**config.mk**
```make
export PLATFORM = sky130hd
export DESIGN_NAME = if_id_queue
export DESIGN_NICKNAME = d
export VERILOG_FILES = /design/src/rtl/if_id_queue.sv
export SDC_FILE = /design/constraint.sdc
export NUM_CORES = 2
export LEC_CHECK = 0
export BUFFER_PORTS_ARGS = -buffer_cell sky130_fd_sc_hd__buf_2
export CORE_MARGIN = 2
export CORE_UTILIZATION = 45
export DETAILED_ROUTE_END_ITERATION = 7
export GPL_TIMING_DRIVEN = 1
export HOLD_SLACK_MARGIN = 0.02
export PLACE_DENSITY = 0.7
export SETUP_SLACK_MARGIN = 0.2
export SLEW_MARGIN = 20
export SYNTH_ARGS = -nofsm -noshare
export SYNTH_HDL_FRONTEND = slang
export SYNTH_SLANG_ARGS = --single-unit
```
**constraint.sdc**
```tcl
create_clock -name clk -period 3.95 [get_ports clk]
set_clock_uncertainty 0.2 [all_clocks]
set_input_delay 0.79 -clock clk [delete_from_list [all_inputs] [get_ports clk]]
set_output_delay 0.79 -clock clk [all_outputs]
set_load 0.03 [all_outputs]
```
**src/rtl/if_id_queue.sv**
```systemverilog
`timescale 1ns/1ps
`default_nettype none
// ============================================================================
// Module   : if_id_queue
// Brief    : IF/ID instruction queue with RV32I decoder, decode register,
//            sticky exception capture and register file. Optional write-back
//            bypass on the operand reads is enabled by IF_ID_QUEUE_WB_BYPASS_EN.
// Revision : 1.0 - initial release
// ============================================================================
module if_id_queue #(
    parameter logic [31:0] RESET = 32'h0000_0000,
    parameter int          DEPTH = 4,
    parameter int          NREGS = 32
) (
    input  logic        clk,
    input  logic        reset,
    input  logic        flush,
    input  logic        fetch_valid,
    output logic        fetch_ready,
    input  logic [31:0] fetch_inst,
    input  logic [31:0] fetch_pc,
    output logic        dec_valid,
    input  logic        dec_ready,
    output logic [31:0] dec_pc,
    output logic [31:0] dec_imm,
    output logic [4:0]  dec_rs1,
    output logic [4:0]  dec_rs2,
    output logic [4:0]  dec_rd,
    output logic [13:0] dec_ctrl,
    output logic [31:0] dec_rdata1,
    output logic [31:0] dec_rdata2,
    input  logic        wb_en,
    input  logic [4:0]  wb_rd,
    input  logic [31:0] wb_data,
    output logic        exception,
    output logic [31:0] exc_pc
);

    localparam int          PW      = $clog2(DEPTH);
    localparam int          CW      = PW + 1;
    localparam int          RW      = $clog2(NREGS);
    localparam logic [CW-1:0] C_FULL  = CW'(DEPTH);
    localparam logic [5:0]  C_NREGS = 6'(NREGS);

    localparam logic [6:0] OP_LUI    = 7'b0110111;
    localparam logic [6:0] OP_AUIPC  = 7'b0010111;
    localparam logic [6:0] OP_JAL    = 7'b1101111;
    localparam logic [6:0] OP_JALR   = 7'b1100111;
    localparam logic [6:0] OP_BRANCH = 7'b1100011;
    localparam logic [6:0] OP_LOAD   = 7'b0000011;
    localparam logic [6:0] OP_STORE  = 7'b0100011;
    localparam logic [6:0] OP_ARITHI = 7'b0010011;
    localparam logic [6:0] OP_ARITHR = 7'b0110011;

    logic [31:0]   q_inst_q [DEPTH];
    logic [31:0]   q_pc_q   [DEPTH];
    logic [PW-1:0] wr_ptr_q, wr_ptr_d;
    logic [PW-1:0] rd_ptr_q, rd_ptr_d;
    logic [CW-1:0] count_q,  count_d;

    logic          dec_valid_q;
    logic [31:0]   dec_pc_q, dec_imm_q;
    logic [4:0]    dec_rs1_q, dec_rs2_q, dec_rd_q;
    logic [13:0]   dec_ctrl_q;
    logic          exception_q;
    logic [31:0]   exc_pc_q;
    logic [31:0]   regs_q [NREGS];

    logic          w_push, w_pop;
    logic [31:0]   w_hinst, w_hpc;
    logic [31:0]   w_imm;
    logic [13:0]   w_ctrl;
    logic          w_illegal;
    logic [31:0]   w_rdata1, w_rdata2;

    assign fetch_ready = (count_q != C_FULL);
    assign w_push      = fetch_valid && fetch_ready && !flush;
    assign w_pop       = (count_q != '0) && (!dec_valid_q || dec_ready) && !flush;
    assign w_hinst     = q_inst_q[rd_ptr_q];
    assign w_hpc       = q_pc_q[rd_ptr_q];

    always_comb begin
        count_d  = count_q;
        wr_ptr_d = wr_ptr_q;
        rd_ptr_d = rd_ptr_q;
        if (w_push) wr_ptr_d = wr_ptr_q + 1'b1;
        if (w_pop)  rd_ptr_d = rd_ptr_q + 1'b1;
        if (w_push && !w_pop)      count_d = count_q + 1'b1;
        else if (!w_push && w_pop) count_d = count_q - 1'b1;
    end

    // Decode of the queue head; the result is captured only when it pops.
    always_comb begin
        logic [6:0] op;
        logic [2:0] f3;
        logic is_lui, is_auipc, is_jal, is_jalr, is_branch;
        logic is_load, is_store, is_arithi, is_arithr;
        logic use_rs1, use_rs2, use_rd, bad_reg;
        op        = w_hinst[6:0];
        f3        = w_hinst[14:12];
        is_lui    = (op == OP_LUI);
        is_auipc  = (op == OP_AUIPC);
        is_jal    = (op == OP_JAL);
        is_jalr   = (op == OP_JALR);
        is_branch = (op == OP_BRANCH);
        is_load   = (op == OP_LOAD);
        is_store  = (op == OP_STORE);
        is_arithi = (op == OP_ARITHI);
        is_arithr = (op == OP_ARITHR);
        use_rs1   = is_jalr | is_branch | is_load | is_store | is_arithi | is_arithr;
        use_rs2   = is_branch | is_store | is_arithr;
        use_rd    = is_lui | is_auipc | is_jal | is_jalr | is_load | is_arithi | is_arithr;
        bad_reg   = (NREGS == 16) && ((use_rs1 && w_hinst[19]) ||
                                      (use_rs2 && w_hinst[24]) ||
                                      (use_rd  && w_hinst[11]));
        w_illegal = !(use_rs1 | use_rd | is_store | is_branch) || bad_reg;
        w_imm     = '0;
        w_ctrl    = '0;
        if (w_illegal) begin
            w_ctrl[12] = 1'b1;
        end else begin
            if (is_arithi && (f3 == 3'b001 || f3 == 3'b101))
                w_imm = {27'b0, w_hinst[24:20]};
            else if (is_jalr || is_load || is_arithi)
                w_imm = {{20{w_hinst[31]}}, w_hinst[31:20]};
            else if (is_store)
                w_imm = {{20{w_hinst[31]}}, w_hinst[31:25], w_hinst[11:7]};
            else if (is_branch)
                w_imm = {{19{w_hinst[31]}}, w_hinst[31], w_hinst[7], w_hinst[30:25], w_hinst[11:8], 1'b0};
            else if (is_jal)
                w_imm = {{11{w_hinst[31]}}, w_hinst[31], w_hinst[19:12], w_hinst[20], w_hinst[30:21], 1'b0};
            else if (is_lui || is_auipc)
                w_imm = {w_hinst[31:12], 12'b0};
            w_ctrl[0]    = is_jalr | is_load | is_arithi | is_auipc;
            w_ctrl[1]    = is_arithi | is_arithr;
            w_ctrl[2]    = is_lui;
            w_ctrl[3]    = is_jal;
            w_ctrl[4]    = is_jalr;
            w_ctrl[5]    = is_branch;
            w_ctrl[6]    = is_store;
            w_ctrl[7]    = is_load;
            w_ctrl[8]    = w_hinst[30] && !(is_arithi && f3 == 3'b000);
            w_ctrl[11:9] = f3;
            w_ctrl[13]   = is_auipc;
        end
    end

    always_ff @(posedge clk) begin
        if (w_push) begin
            q_inst_q[wr_ptr_q] <= fetch_inst;
            q_pc_q[wr_ptr_q]   <= fetch_pc;
        end
    end

    always_ff @(posedge clk or negedge reset) begin
        if (!reset) begin
            wr_ptr_q    <= '0;
            rd_ptr_q    <= '0;
            count_q     <= '0;
            dec_valid_q <= 1'b0;
            dec_pc_q    <= RESET;
            dec_imm_q   <= '0;
            dec_rs1_q   <= '0;
            dec_rs2_q   <= '0;
            dec_rd_q    <= '0;
            dec_ctrl_q  <= '0;
            exception_q <= 1'b0;
            exc_pc_q    <= RESET;
        end else if (flush) begin
            wr_ptr_q    <= '0;
            rd_ptr_q    <= '0;
            count_q     <= '0;
            dec_valid_q <= 1'b0;
        end else begin
            wr_ptr_q <= wr_ptr_d;
            rd_ptr_q <= rd_ptr_d;
            count_q  <= count_d;
            if (w_pop) begin
                dec_valid_q <= 1'b1;
                dec_pc_q    <= w_hpc;
                dec_imm_q   <= w_imm;
                dec_rs1_q   <= w_hinst[19:15];
                dec_rs2_q   <= w_hinst[24:20];
                dec_rd_q    <= w_hinst[11:7];
                dec_ctrl_q  <= w_ctrl;
                // Only the first faulting instruction is recorded.
                if (!exception_q && (w_illegal || w_hpc[1:0] != 2'b00)) begin
                    exception_q <= 1'b1;
                    exc_pc_q    <= w_hpc;
                end
            end else if (dec_ready) begin
                dec_valid_q <= 1'b0;
            end
        end
    end

    always_ff @(posedge clk or negedge reset) begin
        if (!reset) begin
            for (int i = 0; i < NREGS; i++) regs_q[i] <= '0;
        end else if (wb_en && wb_rd != 5'd0 && {1'b0, wb_rd} < C_NREGS) begin
            regs_q[wb_rd[RW-1:0]] <= wb_data;
        end
    end

    always_comb begin
        w_rdata1 = ({1'b0, dec_rs1_q} < C_NREGS) ? regs_q[dec_rs1_q[RW-1:0]] : 32'h0;
        w_rdata2 = ({1'b0, dec_rs2_q} < C_NREGS) ? regs_q[dec_rs2_q[RW-1:0]] : 32'h0;
`ifdef IF_ID_QUEUE_WB_BYPASS_EN
        if (wb_en && wb_rd != 5'd0 && wb_rd == dec_rs1_q) w_rdata1 = wb_data;
        if (wb_en && wb_rd != 5'd0 && wb_rd == dec_rs2_q) w_rdata2 = wb_data;
`endif
    end

    assign dec_valid  = dec_valid_q;
    assign dec_pc     = dec_pc_q;
    assign dec_imm    = dec_imm_q;
    assign dec_rs1    = dec_rs1_q;
    assign dec_rs2    = dec_rs2_q;
    assign dec_rd     = dec_rd_q;
    assign dec_ctrl   = dec_ctrl_q;
    assign dec_rdata1 = w_rdata1;
    assign dec_rdata2 = w_rdata2;
    assign exception  = exception_q;
    assign exc_pc     = exc_pc_q;

endmodule
`default_nettype wire

```
==> impl_metrics.toml <==
[outcome]
status = "complete, but fails checks"
violations = "setup timing"

[synth]
synth_top_cell_by_area = "dfrtp_1"
synth.cell_area_um2 = 68700
syn_inst = 4036
synth_cell_types = 54
netlist.area_leader.share = 0.422
synthFlopType = "dfrtp_1"
synth_seq_cells = 1414
synth_most_common_cell = "dfrtp_1"
synthTopCellsByCount = "1,158 x dfrtp_1, 1,088 x mux2_2, 704 x mux4_2"
synth_nets = 4148
avgSynthCellArea_um2 = 17.0
synth_area_leaders = "dfrtp_1 42%, mux4_2 23%, mux2_2 18%, edfxtp_1 11%, clkbuf_1 1.7%"
ys_warn_count = 0
synthArstFlopShare = 0.819
synth_edf_count = 256
yosysSeqAreaShare = 0.534

[die]
dieArea_um2 = 156000
rows = 143
core_area_um2 = 152000
initial_core_util = 0.453
io_pins = 299
die_h_um = 395
fp.dieW_um = 395

[global_route]
grt_usage = 0.249
grt_pass1_wl_um = 288000
overflow = 0
grt_max_degree = 112
first_global_vias = 42500
antenna_found_initial = 16

[layout]
area_growth_pct = 20.2
multi_input_area_um2 = 30800
regArea_um2 = 36700
final_area_um2 = 82600
fillers = 11900
final_cell_count_no_fill = 6557
fin_nets = 4504
drive_gt1_frac = 0.591

[clock_tree]
clock_path_buffers = 3
cts_num_sinks = 1414
cts-buffers-inserted = 155
htreeDepth = 4
clk_latency_ps = 820
cts_tree = "yes"
clk_pin_slew_worst_paths_ps = 60
cts-root-buf = "clkbuf_16"

[critical_path]
reg2regPathDepth = 7
required_ps = 2960
crit_path_max_fanout = 8
r2r_slack_ps = 570
r2r-end = "exc_pc[7]$_DFFE_PN0P_"
r2r-start = "rd_ptr_q[0]$_DFFE_PN0P_"
arrival_ps = 3310
critical_path_class = "flop to primary output"
cp-end-kind = "primary output"
startpoint_type = "flop"

[placement]
hpwl_um = 109000
place.gp.congestion = 0.787
dpl_cell_area_um2 = 73600
dpl.cell_count = 6098
port_buffers = 298

[timing]
min_period_ps = 4300
setup_viol_count_final = 64
hold_violations = 0
worst_slack_ps = -353
drv_slew = 0
post-route-period-util = 1.09
worst_pin_slew_ps = 1110
fmax_mhz = 232
grt_setup_unrepaired = "true"
relSlewSlack = 0.261

[power_and_ir_drop]
power.density_nw_per_um2 = 751
leakage_nw = 34.6
irDropWorstVdd_mv = 0.590

[route]
vias = 40800
wl_per_cell_um = 29.8
dr.pass1.iters = 5
drc = 0
drt_iter0_markers = 3170
ant_nets = 0
routed_wl_um = 195000
vias_per_cell = 6.23

[min_path]
min_to = "count_q[0]$_DFFE_PN0P_"
whs_path_depth = 2
holdCritPathClass = "primary input to flop"
worstHoldStart = "flush"

[job]
max-cap-violations = 0
-- layout by cell type, fill, tap and decap left out, types with 5 or more instances in the layout --
| master | instances |
|---|---|
| nor2_4 | 12 |
| nand2b_1 | 9 |
| a32o_1 | 13 |
| buf_2 | 238 |
| nand3_1 | 9 |
| clkbuf_8 | 26 |
| buf_4 | 95 |
| clkinv_16 | 12 |
| dlygate4sd3_1 | 66 |
| clkbuf_1 | 27 |
| diode_2 | 9 |
| o22ai_1 | 19 |
| edfxtp_1 | 256 |
| nand4_1 | 6 |
| buf_16 | 41 |
| clkbuf_16 | 177 |
| nand2_4 | 12 |
| nor3_1 | 6 |
| mux2i_1 | 13 |
| dfrtp_1 | 1146 |
| a22o_1 | 24 |
| buf_6 | 70 |
| nor2_1 | 19 |
| buf_8 | 7 |
| nand2_1 | 149 |
| dfrtp_4 | 11 |
| buf_12 | 91 |
| o21ai_0 | 14 |
| mux2_2 | 1034 |
| mux2_4 | 54 |
| mux4_2 | 704 |
| clkinvlp_4 | 9 |
| inv_1 | 17 |
| clkinv_2 | 28 |
| xnor2_1 | 5 |
| bufinv_16 | 16 |
| nor2b_1 | 11 |
-- cell families after synthesis --
group                    Yosys count  share of synthesized area
multiplexers                    1805                      0.411
flip-flops                      1414                      0.534
buffers and inverters            447                     0.0254
AND/OR/NAND/NOR                  263                     0.0169
AO/OA/AOI/OAI                     96                     0.0113
XOR/XNOR                           6                   0.000765
adder cells (fa/ha/maj)            5                    0.00102
-- area by class of cell --
class / instances / share of cell area
clock buffers: 211 / 0.0534
clock inverters: 72 / 0.0138
well taps: 2030 / 0.0308
diodes: 9 / 0.000273
flip-flops and latches: 1414 / 0.445
repair buffers: 629 / 0.0839
inverters: 17 / 0.000773
multi-input cells: 2175 / 0.372
-- worst max-delay path, stage by stage (launching register included) --
cell and delay [ps]:
dfrtp_4 510, buf_12 150, buf_16 160, buf_12 150, buf_12 140, mux4_2 420
mux4_2 500, mux2_4 330, buf_6 150
-- sequential cells by signal, summed over array words and instances, names as in the netlist --
| name | flops |
|---|---|
| dec_pc | 32 |
| q_inst_q | 128 |
| q_pc_q | 128 |
| exc_pc | 32 |
| exception | 1 |
| dec_rs1 | 5 |
| dec_ctrl | 14 |
| wr_ptr_q | 2 |
| regs_q | 1024 |
| count_q | 3 |
| dec_imm | 32 |
| dec_rs2 | 5 |
| dec_rd | 5 |
| dec_valid | 1 |
| rd_ptr_q | 2 |
-- worst max-delay path by stage --
| stage | start | endpoint | slack, ps | depth (start not counted) |
|---|---|---|---|---|
| after global routing | dec_rs1[0]$_DFFE_PN0P_ | dec_rdata1[14] | -420 | 8 |
| after floorplan | dec_rs1[0]$_DFFE_PN0P_ | dec_rdata1[10] | 350 | 6 |
| after detailed placement | dec_rs2[0]$_DFFE_PN0P_ | dec_rdata2[14] | 290 | 6 |
| after CTS | dec_rs1[0]$_DFFE_PN0P_ | dec_rdata1[8] | -400 | 6 |
| after global placement | dec_rs2[0]$_DFFE_PN0P_ | dec_rdata2[14] | 300 | 6 |
| final | dec_rs1[0]$_DFFE_PN0P_ | dec_rdata1[14] | -350 | 8 |
-- per-stage QoR --
stage	setup WS (ps)	TNS [ps]	power, mW	hold WS (ps)	utilization
floorplan	351	0	35.6	241	-
global placement	298	0	42.3	177	0.485
detailed placement	290	0	42.7	183	0.485
CTS	-396	-20570	61.5	52.0	0.540
global route	-416	-22170	64.5	78.2	0.544
finish	-353	-17650	62.0	107	0.544
-- report_power, final --
group / total (mW) / leakage (nW) / internal [mW] / switching (mW)
Clock: 15.5 / 2.68 / 9.03 / 6.45
Combinational: 26.8 / 14.8 / 14.5 / 12.3
Sequential: 19.7 / 17.2 / 17.5 / 2.23
-- repair_timing --
action | CTS | global route
gates resized for setup | 237 | 24
buffers inserted | 47 | 13
hold endpoints to repair | 307 | 0
gates cloned | 22 | 19
endpoints found under the setup margin | 64 | 64
hold buffers | 66 | 0
-- metal layers --
layer	vias to the layer above	routed length [µm]	global-route usage
met2	1602	95000	0.400
li1	16500	-	-
met5	-	90	0
met3	393	13600	0.0563
met4	14	6330	0.0795
met1	22300	80300	0.339
No activity file was read; power rests on OpenSTA's default activity.
